$ cat src/rtl/mapper_pkg.sv
// Shared definitions for the bank mapper.
// Holds the default register window base, the layout of one mapper entry
// {mapped, readonly, page[6:0]}, the write-FSM state type and a helper that
// formats an entry as a host-visible byte.
package mapper_pkg;

    localparam logic [15:0] WIN_BASE_DEFAULT = 16'h4000;

    localparam int N_ENTRIES   = 16;
    localparam int IDX_W       = 4;
    localparam int PAGE_W      = 7;
    localparam int ENTRY_W     = PAGE_W + 2;
    localparam int ENT_MAP_BIT = 8;
    localparam int ENT_RO_BIT  = 7;
    localparam int ENT_PAGE_LO = 0;

    typedef enum logic [1:0] {
        ST_IDLE   = 2'd0,
        ST_ARMED  = 2'd1,
        ST_COMMIT = 2'd2
    } wr_state_t;

    // Even byte: {mapped, readonly, 6'b0}; odd byte: {1'b0, page}.
    // Reserved bits always read as zero.
    function automatic logic [7:0] entry_byte(input logic [ENTRY_W-1:0] ent,
                                              input logic              odd);
        logic [7:0] b;
        if (odd) begin
            b = {1'b0, ent[ENT_PAGE_LO +: PAGE_W]};
        end else begin
            b = {ent[ENT_MAP_BIT], ent[ENT_RO_BIT], 6'b00_0000};
        end
        return b;
    endfunction

endpackage

$ cat src/rtl/bank_mapper_if.sv
// Host/memory-side bus of the bank mapper.
// master: host + memory interface (drives address/data/strobes/bank_sel).
// slave : the mapper (drives lookup results, readback and debug state).
// Handshake: a host write is framed by the active-low strobe `we`; the mapper
// arms on the synchronized falling edge while the window is hit and commits
// the last sampled data byte on the synchronized rising edge. There is no
// ready/back-pressure; the host must hold `we` low long enough to be seen.
interface bank_mapper_if;
    import mapper_pkg::*;

    logic [15:0] i_address_bus;
    logic [7:0]  i_data_bus;
    logic        memen;
    logic        we;
    logic        dbin;
    logic        map_sel;
    logic        map_mode;
    logic [3:0]  bank_sel;

    logic        bank_mapped;
    logic        bank_readonly;
    logic [6:0]  bank_address;
    logic [7:0]  o_data_bus;
    logic        o_rd_en;
    wr_state_t   o_dbg_state;

    modport master (
        output i_address_bus, i_data_bus, memen, we, dbin, map_sel, map_mode, bank_sel,
        input  bank_mapped, bank_readonly, bank_address, o_data_bus, o_rd_en, o_dbg_state
    );

    modport slave (
        input  i_address_bus, i_data_bus, memen, we, dbin, map_sel, map_mode, bank_sel,
        output bank_mapped, bank_readonly, bank_address, o_data_bus, o_rd_en, o_dbg_state
    );
endinterface

$ cat src/rtl/sync_edge.sv
// Multi-stage synchronizer with edge pulses for an asynchronous level.
// Ports:
//   clk     - system clock
//   reset   - synchronous active-low reset; chain resets to 1 (idle-high input)
//   i_async - asynchronous input level
//   o_sync  - synchronized level
//   o_rise  - one-cycle pulse on a synchronized 0->1 transition
//   o_fall  - one-cycle pulse on a synchronized 1->0 transition
// STAGES must be at least 2.
module sync_edge #(
    parameter int STAGES = 2
) (
    input  logic clk,
    input  logic reset,
    input  logic i_async,
    output logic o_sync,
    output logic o_rise,
    output logic o_fall
);

    logic [STAGES-1:0] r_chain;
    logic              r_prev;

    always_ff @(posedge clk) begin
        if (!reset) begin
            r_chain <= '1;
            r_prev  <= 1'b1;
        end else begin
            r_chain <= {r_chain[STAGES-2:0], i_async};
            r_prev  <= r_chain[STAGES-1];
        end
    end

    assign o_sync = r_chain[STAGES-1];
    assign o_rise = ~r_prev &  o_sync;
    assign o_fall =  r_prev & ~o_sync;

endmodule

$ cat src/rtl/bank_mapper.sv
// Bank mapper: 16-entry {mapped, readonly, page} register file behind a
// 32-byte host window, plus a registered lookup indexed by bank_sel.
// Ports:
//   clk   - system clock
//   reset - synchronous active-low reset
//   bus   - bank_mapper_if.slave: host address/data/strobes, map_sel,
//           map_mode, bank_sel in; lookup results, readback byte/enable
//           and write-FSM debug state out
module bank_mapper
    import mapper_pkg::*;
#(
    parameter logic [15:0] WIN_BASE    = WIN_BASE_DEFAULT,
    parameter int          SYNC_STAGES = 2
) (
    input  logic         clk,
    input  logic         reset,
    bank_mapper_if.slave bus
);

    wr_state_t          r_state;
    wr_state_t          w_state_nxt;
    logic               w_capture;
    logic               w_commit;

    logic [IDX_W-1:0]   r_idx;
    logic               r_odd;
    logic [7:0]         r_data;
    logic [ENTRY_W-1:0] r_entry [N_ENTRIES];

    logic               r_bank_mapped;
    logic               r_bank_readonly;
    logic [6:0]         r_bank_address;

    logic               w_hit;
    logic               w_we_rise;
    logic               w_we_fall;
    logic               w_we_sync;
    logic [ENTRY_W-1:0] w_rd_entry;
    logic [ENTRY_W-1:0] w_lk_entry;

    sync_edge #(
        .STAGES (SYNC_STAGES)
    ) u_we_sync (
        .clk     (clk),
        .reset   (reset),
        .i_async (bus.we),
        .o_sync  (w_we_sync),
        .o_rise  (w_we_rise),
        .o_fall  (w_we_fall)
    );

    assign w_hit = bus.map_sel && !bus.memen &&
                   (bus.i_address_bus[15:5] == WIN_BASE[15:5]);

    // Write FSM: state register
    always_ff @(posedge clk) begin
        if (!reset) begin
            r_state <= ST_IDLE;
        end else begin
            r_state <= w_state_nxt;
        end
    end

    // Write FSM: next state and strobes. The window hit only matters at the
    // arming edge; memen may drop during ARMED without aborting the write.
    always_comb begin
        w_state_nxt = r_state;
        w_capture   = 1'b0;
        w_commit    = 1'b0;
        case (r_state)
            ST_IDLE: begin
                if (w_we_fall && w_hit) begin
                    w_state_nxt = ST_ARMED;
                    w_capture   = 1'b1;
                end
            end
            ST_ARMED: begin
                if (w_we_rise) begin
                    w_state_nxt = ST_COMMIT;
                end
            end
            ST_COMMIT: begin
                w_commit    = 1'b1;
                w_state_nxt = ST_IDLE;
            end
            default: w_state_nxt = ST_IDLE;
        endcase
    end

    // Captured target and data sample. Data keeps tracking the bus while
    // ARMED so the commit uses the value present just before `we` rose.
    always_ff @(posedge clk) begin
        if (!reset) begin
            r_idx  <= '0;
            r_odd  <= 1'b0;
            r_data <= '0;
        end else begin
            if (w_capture) begin
                r_idx <= bus.i_address_bus[4:1];
                r_odd <= bus.i_address_bus[0];
            end
            if (r_state == ST_ARMED) begin
                r_data <= bus.i_data_bus;
            end
        end
    end

    // Entry register file; reset value maps each entry to its own page.
    always_ff @(posedge clk) begin
        if (!reset) begin
            for (int i = 0; i < N_ENTRIES; i++) begin
                r_entry[i] <= {1'b0, 1'b0, PAGE_W'(i)};
            end
        end else if (w_commit) begin
            if (r_odd) begin
                r_entry[r_idx][ENT_PAGE_LO +: PAGE_W] <= r_data[PAGE_W-1:0];
            end else begin
                r_entry[r_idx][ENT_MAP_BIT] <= r_data[7];
                r_entry[r_idx][ENT_RO_BIT]  <= r_data[6];
            end
        end
    end

    // Registered lookup; reads the array directly, so a commit is visible
    // one edge after the array itself updates.
    assign w_lk_entry = r_entry[bus.bank_sel];

    always_ff @(posedge clk) begin
        if (!reset) begin
            r_bank_mapped   <= 1'b0;
            r_bank_readonly <= 1'b0;
            r_bank_address  <= '0;
        end else if (!bus.map_mode) begin
            r_bank_mapped   <= 1'b1;
            r_bank_readonly <= 1'b0;
            r_bank_address  <= {3'b000, bus.bank_sel};
        end else begin
            r_bank_mapped   <= w_lk_entry[ENT_MAP_BIT];
            r_bank_readonly <= w_lk_entry[ENT_RO_BIT];
            r_bank_address  <= w_lk_entry[ENT_PAGE_LO +: PAGE_W];
        end
    end

    // Combinational readback
    assign w_rd_entry     = r_entry[bus.i_address_bus[4:1]];
    assign bus.o_rd_en    = w_hit && bus.dbin;
    assign bus.o_data_bus = bus.o_rd_en ? entry_byte(w_rd_entry, bus.i_address_bus[0]) : 8'h00;

    assign bus.bank_mapped   = r_bank_mapped;
    assign bus.bank_readonly = r_bank_readonly;
    assign bus.bank_address  = r_bank_address;
    assign bus.o_dbg_state   = r_state;

endmodule

$ cat src/flat_wrapper.sv
// flat-port wrapper written by rule: the top's interface ports become plain ports
module bank_mapper_flat import mapper_pkg::*;
#(
    parameter logic [15:0] WIN_BASE    = WIN_BASE_DEFAULT,
    parameter int          SYNC_STAGES = 2
)
  (clk, reset, bus_i_address_bus, bus_i_data_bus, bus_memen, bus_we, bus_dbin, bus_map_sel, bus_map_mode, bus_bank_sel, bus_bank_mapped, bus_bank_readonly, bus_bank_address, bus_o_data_bus, bus_o_rd_en, bus_o_dbg_state);
  bank_mapper_if bus_i ();
  input  logic clk;
  input  logic reset;
  input wire logic [$bits(bus_i.i_address_bus)-1:0] bus_i_address_bus;
  input wire logic [$bits(bus_i.i_data_bus)-1:0] bus_i_data_bus;
  input wire logic [$bits(bus_i.memen)-1:0] bus_memen;
  input wire logic [$bits(bus_i.we)-1:0] bus_we;
  input wire logic [$bits(bus_i.dbin)-1:0] bus_dbin;
  input wire logic [$bits(bus_i.map_sel)-1:0] bus_map_sel;
  input wire logic [$bits(bus_i.map_mode)-1:0] bus_map_mode;
  input wire logic [$bits(bus_i.bank_sel)-1:0] bus_bank_sel;
  output wire logic [$bits(bus_i.bank_mapped)-1:0] bus_bank_mapped;
  output wire logic [$bits(bus_i.bank_readonly)-1:0] bus_bank_readonly;
  output wire logic [$bits(bus_i.bank_address)-1:0] bus_bank_address;
  output wire logic [$bits(bus_i.o_data_bus)-1:0] bus_o_data_bus;
  output wire logic [$bits(bus_i.o_rd_en)-1:0] bus_o_rd_en;
  output wire logic [$bits(bus_i.o_dbg_state)-1:0] bus_o_dbg_state;
  assign bus_i.i_address_bus = bus_i_address_bus;
  assign bus_i.i_data_bus = bus_i_data_bus;
  assign bus_i.memen = bus_memen;
  assign bus_i.we = bus_we;
  assign bus_i.dbin = bus_dbin;
  assign bus_i.map_sel = bus_map_sel;
  assign bus_i.map_mode = bus_map_mode;
  assign bus_i.bank_sel = bus_bank_sel;
  assign bus_bank_mapped = bus_i.bank_mapped;
  assign bus_bank_readonly = bus_i.bank_readonly;
  assign bus_bank_address = bus_i.bank_address;
  assign bus_o_data_bus = bus_i.o_data_bus;
  assign bus_o_rd_en = bus_i.o_rd_en;
  assign bus_o_dbg_state = bus_i.o_dbg_state;
  bank_mapper #(.WIN_BASE(WIN_BASE), .SYNC_STAGES(SYNC_STAGES)) u_core (.clk(clk), .reset(reset), .bus(bus_i));
endmodule
$ cat config.mk
export PLATFORM = sky130hd
export DESIGN_NAME = bank_mapper_flat
export DESIGN_NICKNAME = d
export VERILOG_FILES = /design/src/rtl/mapper_pkg.sv /design/src/rtl/bank_mapper_if.sv /design/src/rtl/sync_edge.sv /design/src/rtl/bank_mapper.sv /design/src/flat_wrapper.sv
export SDC_FILE = /design/constraint.sdc
export NUM_CORES = 1
export LEC_CHECK = 0
export ABC_AREA = 0
export CAP_MARGIN = 10
export CORE_MARGIN = 3
export CORE_UTILIZATION = 60
export CTS_CLUSTER_SIZE = 20
export DETAILED_ROUTE_END_ITERATION = 10
export GPL_ROUTABILITY_DRIVEN = 0
export GPL_TIMING_DRIVEN = 1
export PLACE_DENSITY = 0.8
export SYNTH_ARGS = -nofsm -noshare
export SYNTH_HDL_FRONTEND = slang
export SYNTH_SLANG_ARGS = --single-unit
$ cat constraint.sdc
create_clock -name clk -period 6 [get_ports clk]
set_input_delay 1.2 -clock clk [delete_from_list [all_inputs] [get_ports clk]]
set_output_delay 1.2 -clock clk [all_outputs]
set_load 0.02 [all_outputs]
==> impl_metrics.yaml, run 1 <==
sta:
  whs_ns: 0.411
  slew_headroom: 0.225
  rsz0062_at_grt: "no"
  setup_viol: 0
  hold_viol: 0
  fmax_mhz: 192
  period_share: 0.867
  skew_ns: 0.00824
  final_max_slew_viol_count: 0
  layout_min_cycle_time_ns: 5.20
  setup_ws_ns: 0.796
  worst-slew-pin-transition_ns: 1.15
  setup_tns_ns: 0
clock_network:
  cts_setup_buffers: 0
  cts.clk_slew.worst_paths_ns: 0.06
  cts_root_buf: "clkbuf_16"
  ctsHoldBuffers: 0
  cts.sinks: 171
  cts.htree.levels: 4
  tritoncts: "done"
  cts_made_buffers: 17
  clock_path_buffers: 2
  clk_latency_ns: 0.43
  cts_resized: 0
die:
  die_y_um: 128
  coreArea_sq_um: 14600
  start_util: 0.615
  dieArea_sq_um: 16400
  die_w_um: 128
  num_rows: 44
  ios: 55
global_routing:
  grt.overflow.total: 0
  grt_pass1_wl_um: 34100
  track_usage: 0.279
  grt_max_degree: 44
  grt_pass1_vias: 5847
  antenna_found_initial: 0
drt:
  vias: 5945
  drtIter0Drc: 703
  via_per_inst: 6.79
  dr.pass1.iters: 5
  drc: 0
  wl_per_cell_um: 24.9
  drt.antenna.violating_nets: 0
  wl_um: 21800
placed_design:
  dp.final_hpwl_um: 15100
  dpl_worst_slack_ns: 0.811
  port-buffer-count: 54
  place_inst: 842
layout:
  multiInputGateArea_sq_um: 3820
  fin_cells: 876
  fillerInstances: 959
  final_layout_size_suffix_gt1_frac: 0.189
  syn_to_final_growth_pct: 12.8
  regArea_sq_um: 4860
  antenna_cells: 0
  fin_nets: 714
synth:
  seq_area_frac_synth: 0.542
  synth_common_cells: "edfxtp_1, and2_1, mux4_2, nand2_1, clkbuf_1"
  dominantRegCellSynth: "edfxtp_1"
  synth.largest_area_cell: "edfxtp_1"
  synth_nets: 693
  synthCells: 658
  ys_warn_count: 0
  synth_area_leaders: "edfxtp_1, mux4_2, dfxtp_1, and2_1, and3_1"
  synth_area_sq_um: 8970
  synth.most_common_cell: "edfxtp_1"
  netlist.area_leader.share: 0.482
  synth_edf_count: 144
  async_flop_share: 0
  synth_cell_types: 37
  avgSynthCellArea_sq_um: 13.6
  ys_ff_latch: 171
setup_path:
  crit_chain: "clkdlybuf4s50_1, buf_4, mux4_2, nor2b_1, a211oi_1, a211oi_1, clkdlybuf4s50_1"
  worstSetupPathType: "in2out"
  critPathSlowestCell: "clkdlybuf4s50_1"
  reg2reg_from: "u_core.bus.o_dbg_state[1]$_SDFFE_PN0P_"
  endpoint_kind: "output port"
  cp.required_ns: 4.80
  cp.arrival_ns: 4.00
  crit_start: "bus_i_address_bus[2]"
  r2r_slack_ns: 3.12
  critPathMaxFanout: 18
  crit_path_start_kind: "input pin"
  critical-path-max-stage-delay_ns: 0.93
worst_hold_path:
  hold_start: "u_core.u_we_sync.r_chain[0]$_SDFF_PN1_"
  min_path_type: "reg2reg"
run_status:
  status: "finished, final reports clean"
pwr:
  power_leakage_nw: 3.48
  powerDensity_nw_per_um2: 265
  peakVddDrop_mv: 0.225
run:
  maxCapViolations: 0
## worst max-delay path: cells and delay by family
kind                   cells  cell delay, ns
multiplexers               1            0.33
AO/OA/AOI/OAI              2            0.38
AND/OR/NAND/NOR            1            0.14
buffers and inverters      3            1.93
## cell usage in the layout, fill, tap and decap left out, types with 7 or more instances in the layout
cell type | netlist | routed
clkbuf_16 | 0 | 17
nand3_1 | 7 | 7
mux2i_1 | 16 | 16
edfxtp_1 | 144 | 144
mux4_2 | 79 | 79
nand2_1 | 53 | 53
o21ai_0 | 18 | 18
a21oi_1 | 17 | 17
and3_1 | 33 | 33
or3_1 | 30 | 30
clkdlybuf4s50_1 | 0 | 52
nor2_1 | 19 | 19
buf_4 | 5 | 7
nor2b_1 | 14 | 14
and2_1 | 81 | 81
nand2b_1 | 16 | 16
dfxtp_1 | 27 | 27
a211oi_1 | 12 | 12
## cells by family after synthesis
logic type / after synthesis / synth area share
compound gates: 50 / 0.0325
buf+inv: 65 / 0.0324
flops: 171 / 0.542
mux: 98 / 0.220
simple gates: 274 / 0.173
## state kept, by name, summed over array words and instances (netlist names), 2 cells and up
name / count
u_core.r_data: 8
u_core.r_entry: 144
u_core.u_we_sync.r_chain: 2
u_core.bus.o_dbg_state: 2
u_core.r_idx: 4
u_core.bus.bank_address: 7
## metal layers
metal | track usage | wire (um)
met4 | 0.0793 | 448
met2 | 0.446 | 10700
met5 | 0 | 0
met1 | 0.390 | 8300
met3 | 0.0654 | 2320
## path summary, 6_finish.rpt
check,to,cells after the start
setup / recovery,bus_o_data_bus[4],7
hold / removal,u_core.u_we_sync.r_chain[1]$_SDFF_PN1_,1
setup reg to reg,u_core.r_entry[0][5]$_SDFFCE_PN0P_,4
hold reg to reg,u_core.u_we_sync.r_chain[1]$_SDFF_PN1_,1
## report_power, final
group	leakage, nW	switching [mW]	total, mW	internal, mW
clock network	0.271	0.462	1.07	0.611
registers	1.64	0.0315	1.36	1.33
logic	1.57	0.113	0.242	0.129
total	3.48	0.607	2.68	2.07
## stage by stage
| step | instance area (sq um) | util | total power, mW |
|---|---|---|---|
| after global placement | 9520 | 0.653 | 1.62 |
| after CTS | 10100 | 0.692 | 2.68 |
| after detailed placement | 9520 | 0.653 | 1.63 |
| after global routing | 10100 | 0.693 | 2.74 |
| after floorplan | 8970 | - | 1.54 |
| final | 10100 | 0.693 | 2.68 |
## final cells by class
type                       count  area share
inverter                       3     0.00111
timing repair buffer          64      0.0606
clock buffer                  17      0.0421
multi-input combinational    422       0.378
sequential                   171       0.481
clock inverter                15      0.0147
tap                          184      0.0228
Note: power is estimated with default switching activity, not from simulation.
==> run 2, diff against run 1 <==
CORE_MARGIN = 5   (was 3)
SETUP_SLACK_MARGIN = 0.5   (was default)
==> run 2 against run 1 <==
Compared with the run above:
- clock skew up 0.0012 ns
- sequential power about the same
- largest cell class unchanged
- largest power group unchanged
- die area up 6.3%
- sequential cell count unchanged
==> impl_metrics.yaml, run 2 (same netlist as run 1, synthesis figures left out) <==
clock_network:
  clock_path_buffers: 2
  clk_latency_ns: 0.43
  cts_root_buf: "clkbuf_16"
  cts_resized: 0
  ctsHoldBuffers: 0
  cts.clk_slew.worst_paths_ns: 0.07
  cts.htree.levels: 4
  cts_setup_buffers: 0
  cts.sinks: 171
  tritoncts: "done"
  cts_made_buffers: 17
setup_path:
  worstSetupPathType: "in2out"
  endpoint_kind: "output port"
  r2r_slack_ns: 3.15
  critical-path-max-stage-delay_ns: 0.91
  critPathSlowestCell: "clkdlybuf4s50_1"
  cp.required_ns: 4.80
  crit_chain: "clkdlybuf4s50_1, buf_4, mux4_2, nor2b_1, a211oi_1, a211oi_1, clkdlybuf4s50_1"
  crit_path_start_kind: "input pin"
  critPathMaxFanout: 18
  cp.arrival_ns: 4.06
global_routing:
  antenna_found_initial: 0
  track_usage: 0.261
  grt.overflow.total: 0
  grt_pass1_vias: 6063
  grt_max_degree: 44
  grt_pass1_wl_um: 35100
die:
  die_y_um: 132
  dieArea_sq_um: 17500
  ios: 55
  coreArea_sq_um: 14600
  die_w_um: 132
  num_rows: 44
  start_util: 0.615
layout:
  antenna_cells: 0
  final_layout_size_suffix_gt1_frac: 0.188
  fillerInstances: 978
  regArea_sq_um: 4860
  regMostFlops: "u_core.r_entry"
  syn_to_final_growth_pct: 12.8
  fin_nets: 713
  final_common_cell: "edfxtp_1"
  largest_reg_flops: 144
  multiInputGateArea_sq_um: 3820
  layout_common_cells: "edfxtp_1, and2_1, mux4_2"
  final_util: 0.693
pwr:
  powerDensity_nw_per_um2: 267
  peakVddDrop_mv: 0.211
  power_leakage_nw: 3.49
drt:
  drtIter0Drc: 756
  dr.pass1.iters: 5
  drt.antenna.violating_nets: 0
  wl_per_cell_um: 25.2
  wl_um: 22000
  vias: 5968
  drc: 0
  via_per_inst: 6.82
run:
  maxCapViolations: 0
placed_design:
  port-buffer-count: 54
  dp.final_hpwl_um: 15200
worst_hold_path:
  min_path_type: "reg2reg"
sta:
  setup_viol: 0
  slew_headroom: 0.176
  rsz0062_at_grt: "no"
  setup_tns_ns: 0
  layout_min_cycle_time_ns: 5.26
  final_max_slew_viol_count: 0
  hold_viol: 0
  worst-slew-pin-transition_ns: 1.22
  fmax_mhz: 190
  skew_ns: 0.00945
  period_share: 0.877
run_status:
  status: "finished, final reports clean"
[run 2: through the flow]
stage | std cells | setup WS, ns | cell area (sq um) | total power, mW | hold WS, ns
2_1_floorplan | 658 | 2.05 | 8970 | 1.54 | 0.386
3_3_place_gp | 841 | 0.863 | 9510 | 1.62 | 0.389
3_5_place_dp | 842 | 0.745 | 9520 | 1.63 | 0.403
4_1_cts | 874 | 0.731 | 10100 | 2.70 | 0.418
5_1_grt | 875 | 0.664 | 10100 | 2.78 | 0.451
6_report | 875 | 0.739 | 10100 | 2.70 | 0.422
[run 2: cell type report]
| cell class | instances | area share |
|---|---|---|
| Timing Repair Buffer | 63 | 0.0601 |
| Tap cell | 184 | 0.0228 |
| Multi-Input combinational cell | 422 | 0.377 |
| Sequential cell | 171 | 0.481 |
| Clock inverter | 14 | 0.0142 |
| Clock buffer | 18 | 0.0434 |
| Inverter | 3 | 0.00111 |
[run 2: power by group]
| group | switching [mW] | total (mW) | leakage [nW] | internal, mW |
|---|---|---|---|---|
| clock network | 0.470 | 1.10 | 0.287 | 0.626 |
| logic | 0.114 | 0.242 | 1.57 | 0.128 |
| registers | 0.0300 | 1.36 | 1.64 | 1.33 |
[run 2: path summary, 6_finish.rpt]
kind,start,end,cells past startpoint
min reg2reg,u_core.u_we_sync.r_chain[0]$_SDFF_PN1_,u_core.u_we_sync.r_chain[1]$_SDFF_PN1_,1
max reg2reg,u_core.bus.o_dbg_state[1]$_SDFFE_PN0P_,u_core.r_entry[0][3]$_SDFFCE_PN0P_,4
max,bus_i_address_bus[2],bus_o_data_bus[4],7
min,u_core.u_we_sync.r_chain[0]$_SDFF_PN1_,u_core.u_we_sync.r_chain[1]$_SDFF_PN1_,1
[run 2: layer usage]
layer / wire, um / global-route usage / vias to the layer above
li1: - / - / 2550
met1: 8230 / 0.352 / 2986
met2: 11000 / 0.417 / 385
met3: 2230 / 0.0687 / 47
met4: 555 / 0.0888 / 0
met5: 0 / 0 / -
[run 2: worst max-delay path, delay by kind of cell]
| kind | cells | cell delay (ns) |
|---|---|---|
| buffers and inverters | 3 | 2.02 |
| muxes | 1 | 0.24 |
| AOI/OAI and AO/OA | 2 | 0.44 |
| and+or+nand+nor | 1 | 0.15 |
